**src/rtl/fifo_sched_pkg.sv**
```systemverilog
// Shared types and helpers for the packet-aware FIFO read scheduler.
// Each FIFO head word is {eop, data}; the flattened read-data bus packs
// queue q at bit offset q*(DATA_WIDTH+1).
package fifo_sched_pkg;

   typedef enum logic {
      IDLE = 1'b0,
      XFER = 1'b1
   } state_t;

   localparam int SKID_DEPTH = 2;

   // EOP flag sits directly above the payload in each head word.
   function automatic int eop_bit(input int data_width);
      return data_width;
   endfunction

   // LSB position of queue q's head word inside the flattened read-data bus.
   function automatic int word_lsb(input int q, input int data_width);
      return q * (data_width + 1);
   endfunction

endpackage

```
**src/rtl/fifo_rd_sched_rr_arb.sv**
```systemverilog
// Combinational arbiter: picks one requesting queue.
// Default build: round-robin, first request strictly after rr_ptr (wrapping).
// With STRICT_PRIO_EN defined: lowest-index requester wins, rr_ptr ignored.
module rr_arb
   import fifo_sched_pkg::*;
#(
   parameter int N_QUEUE = 4,
   parameter int QID_W   = $clog2(N_QUEUE)
) (
   input  logic [N_QUEUE-1:0] req,
   input  logic [QID_W-1:0]   rr_ptr,
   output logic [N_QUEUE-1:0] gnt_oh,
   output logic [QID_W-1:0]   gnt_idx
);

   int   idx;
   logic found;

`ifdef STRICT_PRIO_EN
   logic unused_rr_ptr;
   assign unused_rr_ptr = ^rr_ptr;

   // Lowest-index requesting queue wins.
   always_comb begin
      gnt_oh  = '0;
      gnt_idx = '0;
      found   = 1'b0;
      idx     = 0;
      for (int i = 0; i < N_QUEUE; i++) begin
         idx = i;
         if (!found && req[idx[QID_W-1:0]]) begin
            found                   = 1'b1;
            gnt_idx                 = idx[QID_W-1:0];
            gnt_oh[idx[QID_W-1:0]]  = 1'b1;
         end
      end
   end
`else
   // Scan starting one past rr_ptr so the last-served queue goes to the back.
   always_comb begin
      gnt_oh  = '0;
      gnt_idx = '0;
      found   = 1'b0;
      idx     = 0;
      for (int i = 1; i <= N_QUEUE; i++) begin
         idx = (int'(rr_ptr) + i) % N_QUEUE;
         if (!found && req[idx[QID_W-1:0]]) begin
            found                   = 1'b1;
            gnt_idx                 = idx[QID_W-1:0];
            gnt_oh[idx[QID_W-1:0]]  = 1'b1;
         end
      end
   end
`endif

endmodule

```
**src/rtl/fifo_rd_sched.sv**
```systemverilog
// Packet-aware read scheduler for N FWFT FIFO read ports.
// Grants one queue at a time, pops whole packets (EOP in word MSB) and
// streams them through a 2-entry skid buffer onto one valid/ready output.
// Build option: STRICT_PRIO_EN selects fixed-priority arbitration.
//
// Output handshake: a word transfers on a rising rd_clk_i when m_valid_o and
// m_ready_i are both high; m_data_o/m_last_o/m_qid_o hold steady while
// m_valid_o is high and m_ready_i is low. busy_o mirrors the FSM (1 = XFER).
module fifo_rd_sched
   import fifo_sched_pkg::*;
#(
   parameter int N_QUEUE    = 4,
   parameter int DATA_WIDTH = 32,
   parameter int QID_W      = $clog2(N_QUEUE)
) (
   input  logic                              rd_clk_i,
   input  logic                              rstn_i,
   input  logic [N_QUEUE-1:0]                q_en_i,
   input  logic [N_QUEUE-1:0]                rd_empty_i,
   input  logic [N_QUEUE*(DATA_WIDTH+1)-1:0] rd_data_i,
   output logic [N_QUEUE-1:0]                rd_en_o,
   output logic                              m_valid_o,
   input  logic                              m_ready_i,
   output logic [DATA_WIDTH-1:0]             m_data_o,
   output logic                              m_last_o,
   output logic [QID_W-1:0]                  m_qid_o,
   output logic [QID_W-1:0]                  grant_o,
   output logic                              busy_o
);

   localparam int WORD_W = DATA_WIDTH + 1;
   localparam int EOP_B  = eop_bit(DATA_WIDTH);

   state_t                 state, next_state;
   logic [QID_W-1:0]       grant, rr_ptr, arb_idx;
   logic [N_QUEUE-1:0]     req, arb_oh;
   logic                   any_req, eop_pop, push, pop, skid_not_full;
   logic [WORD_W-1:0]      head_w [N_QUEUE];
   logic [WORD_W-1:0]      cur_w;

   logic [DATA_WIDTH-1:0]  skid_data [SKID_DEPTH];
   logic                   skid_last [SKID_DEPTH];
   logic [QID_W-1:0]       skid_qid  [SKID_DEPTH];
   logic                   wr_ptr, rd_ptr;
   logic [1:0]             count;

   for (genvar g = 0; g < N_QUEUE; g++) begin : g_head
      assign head_w[g] = rd_data_i[word_lsb(g, DATA_WIDTH) +: WORD_W];
   end

   assign req     = ~rd_empty_i & q_en_i;
   assign cur_w   = head_w[grant];
   assign any_req = |arb_oh;

   rr_arb #(
      .N_QUEUE (N_QUEUE),
      .QID_W   (QID_W)
   ) u_arb (
      .req     (req),
      .rr_ptr  (rr_ptr),
      .gnt_oh  (arb_oh),
      .gnt_idx (arb_idx)
   );

   // State, grant and round-robin pointer registers.
   always_ff @(posedge rd_clk_i or negedge rstn_i) begin
      if (!rstn_i) begin
         state  <= IDLE;
         grant  <= '0;
         rr_ptr <= QID_W'(N_QUEUE - 1);
      end else begin
         state <= next_state;
         if (state == IDLE && any_req) grant <= arb_idx;
         if (eop_pop) rr_ptr <= grant;
      end
   end

   // Next state and pop decode: only the granted, non-empty queue is popped,
   // and only while the skid has room.
   always_comb begin
      next_state = state;
      rd_en_o    = '0;
      eop_pop    = 1'b0;
      case (state)
         IDLE: if (any_req) next_state = XFER;
         XFER: begin
            if (!rd_empty_i[grant] && skid_not_full) begin
               rd_en_o[grant] = 1'b1;
               if (cur_w[EOP_B]) begin
                  eop_pop    = 1'b1;
                  next_state = IDLE;
               end
            end
         end
         default: next_state = IDLE;
      endcase
   end

   assign push          = |rd_en_o;
   assign pop           = m_valid_o & m_ready_i;
   assign skid_not_full = (count != 2'(SKID_DEPTH));

   // Two-entry skid FIFO; popped words are written the same cycle they are popped.
   always_ff @(posedge rd_clk_i or negedge rstn_i) begin
      if (!rstn_i) begin
         count  <= '0;
         wr_ptr <= 1'b0;
         rd_ptr <= 1'b0;
         for (int i = 0; i < SKID_DEPTH; i++) begin
            skid_data[i] <= '0;
            skid_last[i] <= 1'b0;
            skid_qid[i]  <= '0;
         end
      end else begin
         if (push) begin
            skid_data[wr_ptr] <= cur_w[DATA_WIDTH-1:0];
            skid_last[wr_ptr] <= cur_w[EOP_B];
            skid_qid[wr_ptr]  <= grant;
            wr_ptr            <= ~wr_ptr;
         end
         if (pop) rd_ptr <= ~rd_ptr;
         case ({push, pop})
            2'b10:   count <= count + 2'd1;
            2'b01:   count <= count - 2'd1;
            default: count <= count;
         endcase
      end
   end

   assign m_valid_o = (count != 2'd0);
   assign m_data_o  = skid_data[rd_ptr];
   assign m_last_o  = skid_last[rd_ptr];
   assign m_qid_o   = skid_qid[rd_ptr];
   assign grant_o   = grant;
   assign busy_o    = (state == XFER);

endmodule
```
**config.mk**
```make
export PLATFORM = sky130hd
export DESIGN_NAME = fifo_rd_sched
export DESIGN_NICKNAME = d
export VERILOG_FILES = /design/src/rtl/fifo_sched_pkg.sv /design/src/rtl/fifo_rd_sched_rr_arb.sv /design/src/rtl/fifo_rd_sched.sv
export SDC_FILE = /design/constraint.sdc
export NUM_CORES = 1
export LEC_CHECK = 0
export ABC_AREA = 1
export CAP_MARGIN = 20
export CORE_UTILIZATION = 44
export CTS_CLUSTER_DIAMETER = 200
export DETAILED_ROUTE_END_ITERATION = 7
export PLACE_DENSITY = 0.86
export SYNTH_ARGS = -nofsm -noshare
export SYNTH_HDL_FRONTEND = slang
export SYNTH_SLANG_ARGS = --single-unit
```
**constraint.sdc**
```tcl
create_clock -name rd_clk_i -period 2.2 [get_ports rd_clk_i]
set_input_delay 0.22 -clock rd_clk_i [delete_from_list [all_inputs] [get_ports rd_clk_i]]
set_output_delay 0.22 -clock rd_clk_i [all_outputs]
set_load 0.005 [all_outputs]
```
==> out/results.tsv, run 1 <==
metric	value	unit
routed_wl	14000	um
cts_buffers	9	
start_util	45.4	%
synth.avg_cell_area	7.58	um^2
cp_data_required_time	1.98	ns
synth_most_common_cell	nand2_1	
worst_ep_arrival_time	1.87	ns
peakVddDrop	0.762	mV
path_cells	buf_4, o21ai_0, clkdlybuf4s50_1	
final_util	67.1	%
cts-root-buf	clkbuf_8	
finalCritPeriodShare	95.1	%
io_buffers	185	
slew_viol_final	0	
dieHeight	105	um
grt_usage	26.0	%
cpPeakStageDelay	0.58	ns
drtPass1Iterations	5	
crit_family	buffers and inverters	
clock-skew-final	0.0129	ns
grt_pass1_wl	22900	um
die_area	11000	um^2
clk_latency	0.35	ns
drv_cap	0	
drtIter0Drc	379	
synth_ff_type	dfrtp_1	
fin_ws	0.107	ns
clock_path_buffers	2	
rsz0062_at_grt	no	
grt_pass1_vias	4899	
worst_pin_slew	0.618	ns
h-tree-depth	3	
place_congestion	0.853	
synthTopCellsByArea	dfrtp_1 41%, nand2_1 20%, a22oi_1 9.3%, o21ai_0 5.0%, inv_1 4.0%	
leakagePower	3.22	nW
clk_pin_slew	0.08	ns
io_pins	186	
ys_seq_elements	79	
power_density	1310	nW/um^2
synth.net_count	767	
timing.final.hold_violations	0	
dp_slack	0.0250	ns
yosysUniqueCellTypes	32	
crit_path_start_kind	register	
yosys-top-cells-count	252 x nand2_1, 77 x dfrtp_1, 58 x a22oi_1, 50 x inv_1, 47 x o21ai_0	
netlist_instances	615	
drive_above_1_share	10.2	%
clock_sinks	79	
fin_tns_setup	0	ns
detail_route.vias_per_cell	5.15	
antenna_cells	0	
nets	950	
wire_per_inst	14.9	um
grt_max_degree	47	
async_reset_ff_share	100	%
yosys.area.top_type_share	41.3	%
path_buf_inv	2	
setup_viol_count_final	0	
num_rows	37	
synth_warnings	0	
drc_errors	0	
cpMaxStageDelayCell	clkdlybuf4s50_1	
core	10300	um^2
dp_hpwl	10200	um
cts_tree	done	
end_kind	output pin	
setup.worst_path.class	reg2out	
hold_class	in2async	
area_growth	48.0	%
vias	4835	
crit_fanout	19	
status	completed	
die_x	105	um
clock.fmax	0.478	GHz
ant_nets	0	
antenna_found_initial	0	
min_period	2.09	ns
ys_seq_area_share	42.4	%
synth_largest_area_cell	dfrtp_1	
synth_edf_count	0	
gr-total-overflow	0	
syn_area	4660	um^2
slew_headroom	58.8	%
metrics by stage:
| stage | power (mW) | instances | hold WS, ns | instance area, um^2 |
|---|---|---|---|---|
| 2_1_floorplan | 5.73 | 615 | -0.0756 | 4660 |
| 3_3_place_gp | 7.66 | 917 | 0.261 | 6630 |
| 3_5_place_dp | 7.87 | 917 | 0.269 | 6630 |
| 4_1_cts | 9.04 | 938 | 0.452 | 6880 |
| 5_1_grt | 9.81 | 939 | 0.476 | 6900 |
| 6_report | 9.04 | 939 | 0.428 | 6900 |
logic make-up after synthesis:
| kind of cell | Yosys count | synth area share, % |
|---|---|---|
| compound gates | 139 | 19.9 |
| xor+xnor | 3 | 0.564 |
| fa+ha+maj | 9 | 2.41 |
| buf+inv | 93 | 9.34 |
| flops | 79 | 42.4 |
| simple gates | 292 | 25.4 |
registers in the layout (all words and copies together), names as in the netlist:
signal,flops
skid_last,2
skid_qid,4
skid_data,64
busy_o,1
wr_ptr,1
rr_ptr,2
count,2
grant_o,2
rd_ptr,1
area by class of cell:
cell class	count	area [um^2]
Clock inverter	4	55.1
Inverter	57	219
Tap cell	136	170
Timing Repair Buffer	208	2060
Multi-Input combinational cell	443	2270
Sequential cell	79	1980
Fill cell	850	3380
Clock buffer	12	145
layout by cell type (no fill, tap or decap), types with 4 or more instances in the layout:
cell / n
o21ai_0: 46
ha_1: 8
o21ai_2: 17
buf_4: 20
a22oi_1: 58
clkdlybuf4s50_1: 180
nor2_4: 5
dfrtp_1: 74
nand2_1: 252
o21ai_1: 11
clkbuf_8: 10
inv_2: 7
inv_1: 48
dlygate4sd2_1: 4
nand3_1: 25
worst paths after layout:
kind,slack (ns),end,cells after the start,from
max in group asynchronous,1.16,skid_data[34]$_DFFE_PN0P_,3,rstn_i
hold / removal,0.43,skid_data[32]$_DFFE_PN0P_,2,rstn_i
hold reg to reg,0.48,skid_data[12]$_DFFE_PN0P_,2,skid_data[12]$_DFFE_PN0P_
min in group rd_clk_i,0.48,skid_data[12]$_DFFE_PN0P_,2,skid_data[12]$_DFFE_PN0P_
setup / recovery,0.11,m_data_o[30],3,rd_ptr$_DFFE_PN0P_
setup reg to reg,0.18,grant_o[0]$_DFFE_PN0P_,13,rr_ptr[1]$_DFFE_PN1P_
power by group:
group,switching (mW),internal [mW],total (mW)
sequential,0.355,2.15,2.51
combinational,3.04,2.43,5.46
clock,0.516,0.561,1.08
total,3.91,5.14,9.04
what timing repair did:
action,in CTS,in global routing
buffers inserted,4,1
hold buffers,1,0
endpoints found under the setup margin,5,3
gates resized for setup,9,3
gates cloned,0,0
hold endpoints to repair,43,0
per-layer routing:
metal | global-route usage (%) | part of all wire (%)
met5 | 0 | 0
met4 | 7.95 | 1.6
met3 | 4.24 | 6.3
met2 | 46.2 | 50
met1 | 32.3 | 42
worst reg2reg max path, stage by stage (launching register included):
cell,delay [ns]
dfstp_2,0.62
inv_2,0.11
ha_4,0.30
inv_1,0.07
nand2_1,0.07
nand2_1,0.12
nor2_4,0.16
nand2_1,0.07
nand2_1,0.07
nand2_1,0.06
nand2_2,0.10
nand2_1,0.08
nand2_1,0.06
nand2_1,0.04
(Power assumes the default switching activity.)
==> run 2: changes to the inputs <==
--- a/config.mk
+++ b/config.mk
@@ -11,6 +11,7 @@
 export CTS_CLUSTER_DIAMETER = 200
 export DETAILED_ROUTE_END_ITERATION = 7
 export PLACE_DENSITY = 0.86
+export SETUP_SLACK_MARGIN = 0.2
 export SYNTH_ARGS = -nofsm -noshare
 export SYNTH_HDL_FRONTEND = slang
 export SYNTH_SLANG_ARGS = --single-unit
==> run 2 against run 1 <==
Against the previous run: combinational power increased by 2%; non-clock buffer count increased by 2; die area unchanged; total power increased by 1.1%; hold slack got worse by 0.00059 ns; wire length increased by 0.58%; flip-flop and latch count unchanged; critical path depth increased by 7; clock power about the same; largest cell class unchanged.
==> out/results.tsv, run 2 (synthesized netlist as in run 1, its figures left out) <==
metric	value	unit
die_x	105	um
grt_max_degree	47	
regMostFlops	skid_data	
status	completed	
drtPass1Iterations	5	
grt_pass1_vias	4916	
io_pins	186	
dp_slack	0.0250	ns
top_regs	skid_data x64, skid_qid x4	
timing.final.hold_violations	0	
grt_usage	26.2	%
fin_ws	0.219	ns
crit_path_start_kind	register	
crit_fanout	6	
final_util	67.7	%
timing.rr.start	grant_o[1]$_DFFE_PN0P_	
num_rows	37	
cts-root-buf	clkbuf_8	
fillers	827	
slew_viol_final	0	
drtIter0Drc	366	
detail_route.vias_per_cell	5.17	
drc_errors	0	
clock_path_buffers	2	
clock.fmax	0.505	GHz
setup_viol_count_final	0	
io_buffers	185	
start_util	45.4	%
clk_latency	0.35	ns
antenna_found_initial	0	
r2r-end	count[1]$_DFFE_PN0P_	
grt_pass1_wl	23100	um
setup.worst_path.class	reg2out	
use_met1	32.6	%
cts_tree	done	
leakagePower	3.34	nW
drive_above_1_share	11.3	%
use_met2	46.7	%
core	10300	um^2
place_congestion	0.853	
rsz0062_at_grt	yes	
finalCritPeriodShare	90.0	%
grt.busiest_layer	met2	
routed_wl	14100	um
worst_pin_slew	0.617	ns
grtUsageMet3	4.24	%
min_period	1.98	ns
wire_per_inst	15.0	um
cp_data_required_time	1.98	ns
end_kind	output pin	
clock_sinks	79	
h-tree-depth	3	
dieHeight	105	um
worst_ep_arrival_time	1.76	ns
hold_class	in2async	
gr-total-overflow	0	
antenna_cells	0	
nets	952	
dp_hpwl	10200	um
layout_commonest_cell	nand2_1	
ant_nets	0	
p_total	9.15	mW
layout_common_cells	251 x nand2_1, 172 x clkdlybuf4s50_1, 74 x dfrtp_1	
area_growth	49.2	%
power_density	1310	nW/um^2
reg2reg_depth	12	
drv_cap	0	
die_area	11000	um^2
fin_tns_setup	0	ns
slew_headroom	58.8	%
vias	4863	
largest_register_ffs	64	
rrSetupSlack	0.33	ns
peakVddDrop	0.783	mV
clk_pin_slew	0.08	ns
cts_buffers	9	
clock-skew-final	0.0124	ns
==> run 2: cell count changes in the layout (fill, tap and decap cells not counted), moves of 2 or more <==
| cell | before | now |
|---|---|---|
| o21ai_1 | 11 | 23 |
| clkdlybuf4s50_1 | 180 | 172 |
| dlymetal6s2s_1 | 0 | 8 |
| clkbuf_2 | 0 | 2 |
| o21ai_0 | 46 | 33 |
| inv_2 | 7 | 5 |
| buf_4 | 20 | 18 |
| inv_4 | 2 | 5 |
| dlygate4sd2_1 | 4 | 1 |
| buf_6 | 0 | 4 |
==> run 2: worst max path at each step <==
| stage | start | slack (ns) | depth (start not counted) | to |
|---|---|---|---|---|
| finish | grant_o[1]$_DFFE_PN0P_ | 0.22 | 10 | rd_en_o[3] |
| global route | rd_ptr$_DFFE_PN0P_ | 0.14 | 5 | m_qid_o[0] |
| CTS | grant_o[1]$_DFFE_PN0P_ | 0.19 | 10 | rd_en_o[2] |
| detailed placement | rr_ptr[1]$_DFFE_PN1P_ | 0.02 | 13 | grant_o[0]$_DFFE_PN0P_ |
| global placement | rr_ptr[1]$_DFFE_PN1P_ | 0.1 | 13 | grant_o[1]$_DFFE_PN0P_ |
| floorplan | grant_o[1]$_DFFE_PN0P_ | 0.29 | 13 | count[1]$_DFFE_PN0P_ |
==> run 2: layout make-up <==
cell class | instances | area [um^2] | area share [%]
clock buffer | 12 | 145 | 2.09
sequential | 79 | 1980 | 28.5
multi-input combinational | 443 | 2280 | 32.8
clock inverter | 4 | 55.1 | 0.791
tap | 136 | 170 | 2.45
inverter | 57 | 226 | 3.25
timing repair buffer | 210 | 2100 | 30.1
==> run 2: through the flow <==
step / instances / hold WS [ns] / cell area (um^2)
final: 941 / 0.427 / 6960
after global routing: 941 / 0.476 / 6960
after CTS: 940 / 0.452 / 6920
after detailed placement: 917 / 0.269 / 6630
after global placement: 917 / 0.261 / 6630
after floorplan: 615 / -0.0756 / 4660
==> run 2: critical path, cell delays in order (launching register included) <==
cell and delay, ns:
dfrtp_2 0.48, buf_6 0.15, nor2_4 0.10, inv_2 0.05, o22ai_2 0.10, nor2_2 0.05, inv_2 0.06, nor2_4 0.04
inv_4 0.09, nor2_1 0.05, dlygate4sd2_1 0.26
==> run 2: what timing repair did <==
item,4_1_cts,5_1_grt
hold buffers,1,0
gates resized for setup,23,28
hold endpoints to repair,43,0
endpoints found under the setup margin,61,72
buffers inserted,6,1
pin swaps,0,1
==> run 2: report_power, final <==
group / total [mW] / internal, mW / leakage, nW / switching [mW]
Sequential: 2.51 / 2.15 / 0.983 / 0.356
Clock: 1.08 / 0.561 / 0.0968 / 0.516
Combinational: 5.56 / 2.47 / 2.26 / 3.09
Total: 9.15 / 5.18 / 3.34 / 3.96
==> run 2: layer usage <==
layer / vias to the layer above / share of wire (%) / wire length, um
met1: 2301 / 42 / 5890
met5: - / 0 / 0
li1: 2369 / - / -
met4: 0 / 1.3 / 180
met3: 16 / 6.3 / 888
met2: 177 / 51 / 7110
